===== src/rtl/imem_program_loader.sv =====
`default_nettype none
// ============================================================================
// Module      : imem_program_loader
// Description : Loads a framed program image (length, N words, checksum)
//               from a valid/ready host stream into the fetch-stage
//               instruction memory. The core is held in reset until the
//               image is verified, then released from PC reset.
// Revision    : 1.0 - initial release
// ============================================================================
module imem_program_loader #(
    parameter int                DATA_W     = 16,
    parameter int                ADDR_W     = 32,
    parameter logic [ADDR_W-1:0] START_ADDR = '0,
    parameter int                MAX_WORDS  = 1024
) (
    input  logic              clk,
    input  logic              reset,
    input  logic              load_start,
    input  logic              in_valid,
    input  logic [DATA_W-1:0] in_data,
    output logic              in_ready,
    output logic              fm_we,
    output logic [ADDR_W-1:0] fm_addr,
    output logic [DATA_W-1:0] fm_data,
    output logic              fm_rst,
    output logic              core_hold,
    output logic              load_done,
    output logic              load_error
);

    // ------------------------------------------------------------------------
    // State encoding
    // ------------------------------------------------------------------------
    localparam logic [2:0] S_IDLE    = 3'd0;
    localparam logic [2:0] S_LEN     = 3'd1;
    localparam logic [2:0] S_DATA    = 3'd2;
    localparam logic [2:0] S_CSUM    = 3'd3;
    localparam logic [2:0] S_RELEASE = 3'd4;
    localparam logic [2:0] S_RUN     = 3'd5;
    localparam logic [2:0] S_ERROR   = 3'd6;

    // ------------------------------------------------------------------------
    // State and datapath registers
    // ------------------------------------------------------------------------
    logic [2:0]        state_q,   state_d;
    logic [DATA_W-1:0] remain_q,  remain_d;   // data words still expected
    logic [ADDR_W-1:0] wptr_q,    wptr_d;     // address of next data word
    logic [DATA_W-1:0] sum_q,     sum_d;      // running modular checksum
    logic              fm_we_q,   fm_we_d;
    logic [ADDR_W-1:0] fm_addr_q, fm_addr_d;
    logic [DATA_W-1:0] fm_data_q, fm_data_d;

    logic w_accept;
    logic w_len_too_big;
    logic w_len_zero;
    logic w_last_word;
    logic w_restart;

    // Handshake completes only when the loader is actually listening.
    assign w_accept = in_valid & in_ready;

    // Length check done in a wide unsigned domain so that any MAX_WORDS
    // (including one above 2^DATA_W-1) compares correctly.
    assign w_len_too_big = (64'(in_data) > 64'(MAX_WORDS));
    assign w_len_zero    = (in_data == '0);
    assign w_last_word   = (remain_q == DATA_W'(1));

    // A new load may only begin from a quiescent state.
    assign w_restart = load_start &&
                       ((state_q == S_IDLE) || (state_q == S_RUN) || (state_q == S_ERROR));

    // Next-state and datapath update logic
    always_comb begin
        state_d   = state_q;
        remain_d  = remain_q;
        wptr_d    = wptr_q;
        sum_d     = sum_q;
        fm_we_d   = 1'b0;
        fm_addr_d = fm_addr_q;
        fm_data_d = fm_data_q;

        if (w_restart) begin
            state_d  = S_LEN;
            remain_d = '0;
            wptr_d   = START_ADDR;
            sum_d    = '0;
        end else begin
            case (state_q)
                S_LEN: begin
                    if (w_accept) begin
                        remain_d = in_data;
                        wptr_d   = START_ADDR;
                        sum_d    = '0;
                        if (w_len_too_big) begin
                            state_d = S_ERROR;
                        end else if (w_len_zero) begin
                            state_d = S_CSUM;
                        end else begin
                            state_d = S_DATA;
                        end
                    end
                end

                S_DATA: begin
                    if (w_accept) begin
                        // Write lands one cycle after the accept; the last
                        // write is therefore visible as CSUM is entered.
                        fm_we_d   = 1'b1;
                        fm_addr_d = wptr_q;
                        fm_data_d = in_data;
                        wptr_d    = wptr_q + ADDR_W'(1);
                        sum_d     = sum_q + in_data;
                        remain_d  = remain_q - DATA_W'(1);
                        if (w_last_word) begin
                            state_d = S_CSUM;
                        end
                    end
                end

                S_CSUM: begin
                    if (w_accept) begin
                        state_d = (in_data == sum_q) ? S_RELEASE : S_ERROR;
                    end
                end

                S_RELEASE: begin
                    // Single cycle with the fetch stage still in reset so
                    // the PC starts cleanly on the new image.
                    state_d = S_RUN;
                end

                S_IDLE, S_RUN, S_ERROR: begin
                    state_d = state_q;
                end

                default: begin
                    state_d = S_IDLE;
                end
            endcase
        end
    end

    // State registers with asynchronous active-low reset
    always_ff @(posedge clk or negedge reset) begin
        if (!reset) begin
            state_q   <= S_IDLE;
            remain_q  <= '0;
            wptr_q    <= '0;
            sum_q     <= '0;
            fm_we_q   <= 1'b0;
            fm_addr_q <= '0;
            fm_data_q <= '0;
        end else begin
            state_q   <= state_d;
            remain_q  <= remain_d;
            wptr_q    <= wptr_d;
            sum_q     <= sum_d;
            fm_we_q   <= fm_we_d;
            fm_addr_q <= fm_addr_d;
            fm_data_q <= fm_data_d;
        end
    end

    // ------------------------------------------------------------------------
    // Outputs: status and control decoded directly from state so that an
    // asynchronous reset takes effect on them immediately.
    // ------------------------------------------------------------------------
    assign in_ready   = (state_q == S_LEN) || (state_q == S_DATA) || (state_q == S_CSUM);
    assign fm_rst     = (state_q != S_RUN);
    assign core_hold  = (state_q != S_RUN);
    assign load_done  = (state_q == S_RUN);
    assign load_error = (state_q == S_ERROR);

    assign fm_we      = fm_we_q;
    assign fm_addr    = fm_addr_q;
    assign fm_data    = fm_data_q;

endmodule
`default_nettype wire


===== config.mk =====
export PLATFORM = sky130hd
export DESIGN_NAME = imem_program_loader
export DESIGN_NICKNAME = d
export VERILOG_FILES = /design/src/rtl/imem_program_loader.sv
export SDC_FILE = /design/constraint.sdc
export NUM_CORES = 1
export LEC_CHECK = 0
export BUFFER_PORTS_ARGS = -buffer_cell sky130_fd_sc_hd__buf_4
export CORE_ASPECT_RATIO = 1.75
export CORE_MARGIN = 1.5
export CORE_UTILIZATION = 30
export CTS_CLUSTER_SIZE = 14
export DETAILED_ROUTE_END_ITERATION = 16
export GPL_TIMING_DRIVEN = 1
export PLACE_DENSITY = 0.44
export SLEW_MARGIN = 20
export SYNTH_ARGS = -nofsm -noshare
export SYNTH_HDL_FRONTEND = slang
export SYNTH_SLANG_ARGS = --single-unit
export TNS_END_PERCENT = 30

===== constraint.sdc =====
create_clock -name clk -period 3.1 [get_ports clk]
set_input_delay 0.62 -clock clk [delete_from_list [all_inputs] [get_ports clk]]
set_output_delay 0.62 -clock clk [all_outputs]
set_load 0.01 [all_outputs]

## Word-level counts from Yosys, hierarchy flattened

Cells that the tools add are included.

- Register bits: 116
- Bits of input ports: 20
- Output and inout port bits: 54
- Logic and storage cells: 63

- $add $sub $neg: 3
- Order comparisons: 1
- Equal/unequal tests: 14
- Multiplexer cells: 24
- Bitwise operators: 2
- Reductions and logical operators: 12

Operators by type and width:

| cell | count |
|---|---|
| $mux W16 | 6 |
| $mux W32 | 3 |
| $pmux W16 S2 | 2 |
| $pmux W32 S2 | 1 |
| $add A32 B1 Y32 const B | 1 |
| $mux W3 | 6 |
| $add A16 B16 Y16 | 1 |
| $eq A16 B1 Y1 const B | 1 |
| $eq A16 B16 Y1 | 1 |
| $gt A16 B11 Y1 const B | 1 |
| $logic_not A16 Y1 | 1 |
| $sub A16 B1 Y16 const B | 1 |
| $ne A3 B3 Y1 const B | 5 |
| $pmux W3 S5 | 1 |
| $eq A3 B3 Y1 const B | 3 |
| $eq A3 B2 Y1 const B | 2 |
| $reduce_and A3 Y1 | 2 |
| $reduce_and A5 Y1 | 1 |
| $logic_or A1 B1 Y1 | 4 |
| $mux W1 | 4 |
| $eq A3 B1 Y1 const B | 1 |
| $logic_not A3 Y1 | 1 |
| $reduce_bool A3 Y1 | 1 |
| $reduce_or A3 Y1 | 1 |
| other kinds (5) | 5 |

## Logic depth before layout (Yosys ltp)

Gate-level depths: netlist of the first run.

- Depth after elaboration: 7
- Depth in mapped cells: 10

## Worst setup path after synthesis of the first run

No wires, ideal clock.

- Kind: input-to-reg
- Start: input port in_data[0]
- End: register sum_q[12]
- Setup time: 0.121 ns
- Arrival time: 2.241 ns
- Data required time: 2.979 ns
- Setup slack: 0.739 ns
- Stages on the path: 10
- Path buffers: 0
- Path through: ha_1 > inv_1 > fa_1 > nand2b_1 > a21oi_1 > nor3_1 > o21ai_1 > o31ai_1 > xnor2_1 > a22o_1

- Word-level cells in the longest chain between the ends: 4

RTL lines:

| item | RTL line | source |
|---|---|---|
| from (decl) | 20 | `input logic [DATA_W-1:0] in_data,` |
| $add A16 B16 Y16 | 112 | `sum_d = sum_q + in_data;` |
| $mux W16 | 105 | `if (w_accept) begin` |
| $pmux W16 S2 | 88 | `case (state_q)` |
| $mux W16 | 82 | `if (w_restart) begin` |
| to (signal assigned) | 157 | `sum_q <= sum_d;` |
| to (decl) | 48 | `logic [DATA_W-1:0] sum_q, sum_d;` |

Every way passes these cells. The select of a mux whose other input is x is not followed.
A chain may end at the register's enable or synchronous reset.

## Worst setup path in the final report of the first run

- Start: register state_q[0]
- End: register sum_q[15]

- Word-level cells in the longest chain between the ends: 6
- Elaborated cells on any way between the ends: 18
- Those cells by class: eq/ne (7); mux (2); bitwise (1); reduce/logical (8)

RTL lines:

| item | RTL line | source |
|---|---|---|
| from (decl) | 45 | `logic [2:0] state_q, state_d;` |
| from (signal assigned) | 154 | `state_q <= state_d;` |
| $eq A3 B1 Y1, or another cell as far along | 88, 168 |  |
| $logic_or A1 B1 Y1 (on tied branches) (2 in series) | 168, 70 |  |
| $and A1 B1 Y1 or $logic_and A1 B1 Y1 (tied branches) | 60, 69 |  |
| $ne A3 B3 Y1 (no line) or $reduce_bool A3 Y1 (tied branches) | n/a |  |
| $reduce_and A3 Y1 (no line) | n/a |  |

Parallel ways exist; a longest one is shown, timed or not.

==> key figures, run 1 <==
Die
  • Die width: between 100 and 150 µm
  • Rows: about 70
  • Die Area: ~0.021 mm²
  • Die height: 192 µm
  • Core box area: 0.0198 mm²
  • Top Ports: 74
  • Starting Density: between 30% and 40%

Placement
  • Detailed-placement wirelength estimate: 12,600 µm
  • PortBufs: 73
  • GP Congestion: around 0.8
  • DP Cell Count: 1,001

Logic synthesis
  • Top cells by count, synth: 177 x nand2_1, 116 x dfrtp_1, 64 x nor2_1
  • Warnings, synthesis: 0
  • Mapped Cells: 705
  • Avg Inst Size Synth: 8.66 µm²
  • Area share of the largest cell type after synthesis: 47.6%
  • Yosys top cell by area: dfrtp_1
  • Top area cells in the synthesized netlist: dfrtp_1 48%, nand2_1 11%, o21ai_0 4.0%
  • Most common cell in the netlist: nand2_1
  • Sequential-to-total area share from yosys stat: 47.6%
  • FF+latch count, synth: 116
  • Post-synth EDFFs: 0
  • Async S/R FF share, synth: 100%
  • Mapped cell area: 0.00610 mm²
  • Unique cell type count in the Yosys netlist: 62
  • Main flop type after synthesis: dfrtp_1
  • Syn Nets: 744

Cells and area
  • Antenna Cells: 0
  • Area growth syn-to-layout: 22.7%
  • Non-Filler Instances: just over 1,000
  • Final core utilization: approximately 38%
  • Sequential cell area: 0.00290 mm²
  • Multi-input logic area: 0.00299 mm²
  • Final net count: 814
  • Number of fill cells: approximately 2,000
  • Layout cell share with drive strength beyond 1: ~16%

Pwr
  • Power density of the placed cells: 862 mW/mm²
  • Sw Ratio: 38.1%
  • Internal: 4.00 mW
  • Comb pwr share: 36.2%
  • Clock Power Share: a little under a third
  • Leakage power: 3.63 nW
  • Psw: 2.46 mW
  • Max IR drop VDD: roughly 0.42 mV
  • Register share of total power: 32.4%

Clock tree
  • Clk slew on worst S/H paths: 0.06 ns
  • Cts repair resizes: 0
  • CTS sink cnt: 116
  • Htree depth: 4
  • Cts hold-fix bufs: 0
  • Inserted Clock Buffers: 17
  • Setup Fix Bufs, Post-CTS: 0
  • Clk_lat worst skew: 0.43 ns
  • Root buffer cell: clkbuf_16
  • CTS tree: built
  • CTS max path bufs: 2

Critical path
  • CP peak stage delay: 0.55 ns
  • CP Max Fanout: 40
  • CP max stage cell: dfrtp_1
  • Critical Path AT: 2.74 ns
  • Critical path class: register to register
  • CP Capture Type: register
  • Data required, critical path: 3.42 ns
  • R2R cell count: 7
  • Worst-path cell chain: nand2b_1 -> o32a_1 -> buf_4 -> nor4b_1 -> o21ai_0 -> o22ai_1 -> nand2_1
  • CP Launch Type: register
  • Reg2Reg Launch Point: state_q[0]$_DFFE_PN0P_
  • Worst Setup SP: state_q[0]$_DFFE_PN0P_

Drt
  • Post-DR vias/cell: slightly above 5
  • Routed via count: between 5,000 and 6,000
  • # DRC: 0
  • Total Wirelength: 17,800 µm
  • Detail Route Antenna Nets: 0
  • Post-detailed-route wirelength per cell: 17.2 µm
  • Drt pass-1 iters: 5
  • DR iter-0 viols: 253

Outcome
  • Status: completed

Global route
  • Total GRT Usage: 17.8%
  • Initial antenna violation count: 0
  • Largest net degree at the start of global routing: 51
  • Vias in the first global route: between 5,000 and 6,000
  • Global-route congestion overflow total: 0
  • First-pass GRT wire length: 29,400 µm

Timing
  • Worst slew margin: 58.3%
  • Fmax: 412 MHz
  • Final-report hold violation count: 0
  • Skew final: 0.0136 ns
  • Final setup vio count: 0
  • Worst-Margin Slew: 0.625 ns
  • Final hold slack: 0.215 ns
  • Crit path time final: 2.43 ns
  • Final worst-path cycle share: 78.3%
  • Max Slew Vio Count: 0
  • RSZ-0062 raised after global routing: false
  • Final setup TNS: 0 ns

Job
  • Max-Cap Viols: 0

Worst hold path
  • Hold crit path type: input port to async pin
logic make-up (layout without fill, tap and decap cells):
group,Yosys count,after routing,share of synthesized area (%)
and+or+nand+nor,341,341,26.1
adders and majority gates,21,21,4.35
xor gates and xnor gates,34,34,4.88
muxes,1,1,0.164
DFF,116,116,47.6
buffers and inverters,47,130,3.53
AOI/OAI and AO/OA,145,145,13.4
critical path: cells and delay by family, from the launching register on:
family / cells / cell delay (ns)
flip-flops: 1 / 0.55
AND/OR/NAND/NOR: 3 / 0.68
AO/OA/AOI/OAI: 3 / 0.74
buffers and inverters: 1 / 0.34
state kept, by name, indices dropped and copies added, names as in the netlist:
| name | flops |
|---|---|
| fm_we | 1 |
| remain_q | 16 |
| state_q | 3 |
| fm_addr | 32 |
| wptr_q | 32 |
| fm_data | 16 |
| sum_q | 16 |
metal layers:
layer | share of wire [%] | GRT usage, % | wire [µm] | vias up
met2 | 55 | 34.0 | 9860 | 113
met3 | 2.8 | 3.16 | 502 | 37
li1 | - | - | - | 2545
met5 | 0 | 0 | 0 | -
met4 | 3.0 | 8.58 | 540 | 0
met1 | 39 | 18.5 | 6920 | 2537
final cells by class:
cell class | count | area share [%]
Clock buffer | 22 | 6.20
Clock inverter | 10 | 1.74
Inverter | 14 | 0.702
Multi-Input combinational cell | 542 | 39.9
Sequential cell | 116 | 38.8
Tap cell | 245 | 4.09
Timing Repair Buffer | 84 | 8.59
power groups by stage:
stage	logic, mW	clock network (mW)	registers (mW)
6_report	2.34	2.03	2.10
3_3_place_gp	2.34	0	2.11
3_5_place_dp	2.36	0	2.12
5_1_grt	2.63	2.13	2.15
2_1_floorplan	1.62	0	2.06
4_1_cts	2.37	2.08	2.10
worst paths after layout:
path,end,slack [ns]
min in group clk,fm_data[0]$_DFFE_PN0P_,0.43
max in group asynchronous,sum_q[7]$_DFFE_PN0P_,2.08
setup reg to reg,sum_q[15]$_DFFE_PN0P_,0.67
hold reg to reg,fm_addr[26]$_DFFE_PN0P_,0.47
hold / removal,fm_addr[5]$_DFFE_PN0P_,0.22
setup / recovery,sum_q[15]$_DFFE_PN0P_,0.67
layout by cell type, fill, tap and decap left out, drive strengths merged, types with 14 or more instances in the layout:
cell	count
clkbuf	22
buf	84
nor2	65
xor2	19
xnor2	15
o21ai	76
nand2	177
a21oi	37
inv	14
dfrtp	116
nand3	21
ha	18
stage by stage:
step	power [mW]	instance area, µm²	setup WS [ns]
after global placement	4.45	6900	0.355
after floorplan	3.69	6100	0.739
final	6.46	7490	0.672
after CTS	6.55	7490	0.615
after global routing	6.91	7490	0.382
after detailed placement	4.48	6900	0.335
(Power assumes the default switching activity.)
==> inputs of run 2 (changes only) <==
ABC_AREA = 1   (was default)
PLACE_DENSITY = 0.43   (was 0.44)
clock period = 2.3 ns   (was 3.1 ns; I/O delays follow)
==> key figures, run 2 <==
Pwr
  • Clock Power Share: 26.8% (was 31.4%)
  • Power density of the placed cells: 1140 mW/mm² (was 862 mW/mm²)
  • Comb pwr share: 43.0% (was 36.2%)
  • Register share of total power: 30.2% (was 32.4%)
  • Psw: 3.96 mW (was 2.46 mW)
  • Max IR drop VDD: 0.509 mV (was 0.425 mV)
  • Sw Ratio: 41.7% (was 38.1%)
  • Power Total: 9.51 mW (was 6.46 mW)
  • Leakage power: 4.19 nW (was 3.63 nW)
  • Internal: 5.54 mW (was 4.00 mW)

Global route
  • Total GRT Usage: 20.7% (was 17.8%)
  • Global-route congestion overflow total: 0 (unchanged)
  • Vias in the first global route: 6,564 (was 5,617)
  • Largest net degree at the start of global routing: 56 (was 51)
  • Initial antenna violation count: 0 (unchanged)
  • First-pass GRT wire length: 36,000 µm (was 29,400 µm)

Critical path
  • Worst-path cell chain: ha_1 -> nand2_1 -> nor2_2 -> nand2_1 -> nor2_1 -> nand3_1 -> nand4_1 -> o21ai_1 (was nand2b_1 -> o32a_1 -> buf_4 -> nor4b_1 -> o21ai_0 -> o22ai_1 -> nand2_1)
  • CP Max Fanout: 7 (was 40)
  • CP peak stage delay: 0.43 ns (was 0.55 ns)
  • Worst Setup SP: wptr_q[0]$_DFFE_PN0P_ (was state_q[0]$_DFFE_PN0P_)
  • CP Launch Type: register (unchanged)
  • Crit path depth: 8 (was 7)
  • CP Capture Type: register (unchanged)
  • Data required, critical path: 2.60 ns (was 3.42 ns)
  • CP most frequent cell: nand2_1
  • Reg2Reg Launch Point: wptr_q[0]$_DFFE_PN0P_ (was state_q[0]$_DFFE_PN0P_)
  • CP bufs+invs: 0 (was 1)
  • Critical path class: register to register (unchanged)
  • Critical Path AT: 2.25 ns (was 2.74 ns)
  • Crit path max-delay family: simple AND/OR/NAND/NOR gates (was compound AO/OA/AOI/OAI gates)
  • CP max stage cell: dfrtp_1 (unchanged)
  • R2R cell count: 8 (was 7)

Clock tree
  • Htree depth: 4 (unchanged)
  • Setup Fix Bufs, Post-CTS: 0 (unchanged)
  • Clk slew on worst S/H paths: 0.06 ns (about the same)
  • CTS tree: built (unchanged)
  • CTS sink cnt: 116 (unchanged)
  • Cts repair resizes: 0 (unchanged)
  • Root buffer cell: clkbuf_16 (unchanged)
  • Cts hold-fix bufs: 0 (unchanged)
  • Inserted Clock Buffers: 17 (unchanged)
  • Clk_lat worst skew: 0.43 ns (about the same)
  • CTS max path bufs: 2 (unchanged)

Logic synthesis
  • Yosys top cell by area: dfrtp_1 (unchanged)
  • Mapped Cells: 976 (was 705)
  • Syn Nets: 1,015 (was 744)
  • Warnings, synthesis: 0 (unchanged)
  • Unique cell type count in the Yosys netlist: 32 (was 62)
  • Top cells by count, synth: 334 x nand2_1, 116 x dfrtp_1, 112 x inv_1 (was 177 x nand2_1, 116 x dfrtp_1, 64 x nor2_1)
  • Main flop type after synthesis: dfrtp_1 (unchanged)
  • Avg Inst Size Synth: 6.98 µm² (was 8.66 µm²)
  • Sequential-to-total area share from yosys stat: 42.6% (was 47.6%)
  • Async S/R FF share, synth: 100% (unchanged)
  • Area share of the largest cell type after synthesis: 42.6% (was 47.6%)
  • FF+latch count, synth: 116 (unchanged)
  • Post-synth EDFFs: 0 (unchanged)
  • Top area cells in the synthesized netlist: dfrtp_1 43%, nand2_1 18%, inv_1 6.2% (was dfrtp_1 48%, nand2_1 11%, o21ai_0 4.0%)
  • Mapped cell area: 0.00682 mm² (was 0.00610 mm²)
  • Most common cell in the netlist: nand2_1 (unchanged)

Die
  • Die width: 117 µm (was 111 µm)
  • Rows: 72 (was 68)
  • Die Area: 0.0237 mm² (was 0.0212 mm²)
  • Core box area: 0.0222 mm² (was 0.0198 mm²)
  • Starting Density: 30.8% (about the same)
  • Top Ports: 74 (unchanged)
  • Die height: 202 µm (was 192 µm)

Placement
  • GP Congestion: 0.892 (was 0.809)
  • Detailed-placement wirelength estimate: 17,900 µm (was 12,600 µm)
  • PortBufs: 73 (unchanged)
  • DP Cell Count: 1,333 (was 1,001)

Drt
  • Drt pass-1 iters: 5 (unchanged)
  • Post-DR vias/cell: 4.71 (was 5.06)
  • DR iter-0 viols: 306 (was 253)
  • Routed via count: 6,421 (was 5,232)
  • # DRC: 0 (unchanged)
  • Detail Route Antenna Nets: 0 (unchanged)
  • Post-detailed-route wirelength per cell: 17.0 µm (was 17.2 µm)
  • Total Wirelength: 23,200 µm (was 17,800 µm)

Timing
  • Max Slew Vio Count: 0 (unchanged)
  • Final setup TNS: 0 ns (unchanged)
  • Final worst-path cycle share: 84.5% (was 78.3%)
  • Final setup vio count: 0 (unchanged)
  • RSZ-0062 raised after global routing: false (unchanged)
  • Skew final: 0.0105 ns (was 0.0136 ns)
  • Worst slew margin: 63.0% (was 58.3%)
  • Final hold slack: 0.0229 ns (was 0.215 ns)
  • Worst-Margin Slew: 0.555 ns (was 0.625 ns)
  • Crit path time final: 1.94 ns (was 2.43 ns)
  • Final-report hold violation count: 0 (unchanged)
  • Fmax: 514 MHz (was 412 MHz)

Job
  • Max-Cap Viols: 0 (unchanged)

Outcome
  • Status: completed (unchanged)

Cells and area
  • Layout cell share with drive strength beyond 1: 12.4% (was 16.1%)
  • Antenna Cells: 0 (unchanged)
  • Most common cell after layout, fill and taps aside: nand2_1 (unchanged)
  • Area growth syn-to-layout: 22.5% (was 22.7%)
  • Multi-input logic area: 0.00333 mm² (was 0.00299 mm²)
  • Final net count: 1,095 (was 814)
  • Final core utilization: 37.7% (was 37.8%)
  • Number of fill cells: 2,471 (was 2,055)
  • Non-Filler Instances: 1,362 (was 1,033)
  • Most frequent cells in the layout: 334 x nand2_1, 116 x dfrtp_1, 112 x inv_1 (was 177 x nand2_1, 116 x dfrtp_1, 83 x buf_4)
  • Sequential cell area: 0.00290 mm² (unchanged)

Worst hold path
  • Hold crit path type: input port to async pin (unchanged)
## run 2: power groups by stage
stage,registers (mW),logic [mW],clock network (mW)
6_report,2.88,4.09,2.55
2_1_floorplan,2.88,2.60,0
3_3_place_gp,2.91,4.15,0
5_1_grt,2.93,4.62,2.69
3_5_place_dp,2.90,4.15,0
4_1_cts,2.87,4.16,2.63
## run 2: cell type report
class,instances,area share [%]
clock buffer,24,6.01
clock inverter,5,0.600
inverter,114,5.13
multi-input combinational,717,39.9
sequential,116,34.8
tap,296,4.44
timing repair buffer,90,9.14
## run 2: worst paths after layout
kind                       slack (ns)                      end
hold / removal                   0.02    wptr_q[5]$_DFFE_PN0P_
hold reg to reg                  0.48     sum_q[0]$_DFFE_PN0P_
setup / recovery                 0.36   wptr_q[26]$_DFFE_PN0P_
setup reg to reg                 0.36   wptr_q[26]$_DFFE_PN0P_
min in group clk                 0.38  fm_data[14]$_DFFE_PN0P_
max in group asynchronous        1.71   wptr_q[31]$_DFFE_PN0P_
## run 2: per-stage QoR
stage | setup slack [ns] | cell area, µm²
after global placement | 0.272 | 7800
after detailed placement | 0.252 | 7800
after floorplan | 0.600 | 6820
final | 0.356 | 8350
after global routing | 0.236 | 8350
after CTS | 0.357 | 8350
## run 2: metal layers
metal	up-vias	global-route usage [%]	part of all wire (%)
met2	133	39.5	56
li1	3278	-	-
met1	2963	20.8	37
met3	47	3.42	2.5
met4	0	10.8	4.7
met5	-	0	0
## run 2: worst register-to-register path: stages, from the launching register on
cell     delay (ns)
dfrtp_1        0.43
ha_1           0.22
nand2_1        0.10
nor2_2         0.26
nand2_1        0.16
nor2_1         0.35
nand3_1        0.12
nand4_1        0.10
o21ai_1        0.08
## run 2: logic make-up (layout without fill, tap and decap cells)
kind of cell / Yosys count / count (layout) / synth area share (%)
DFF: 116 / 116 / 42.6
AOI/OAI and AO/OA: 131 / 131 / 9.77
and+or+nand+nor: 557 / 557 / 34.2
buffers and inverters: 143 / 233 / 8.61
xor gates and xnor gates: 10 / 10 / 1.28
adders and majority gates: 19 / 19 / 3.60
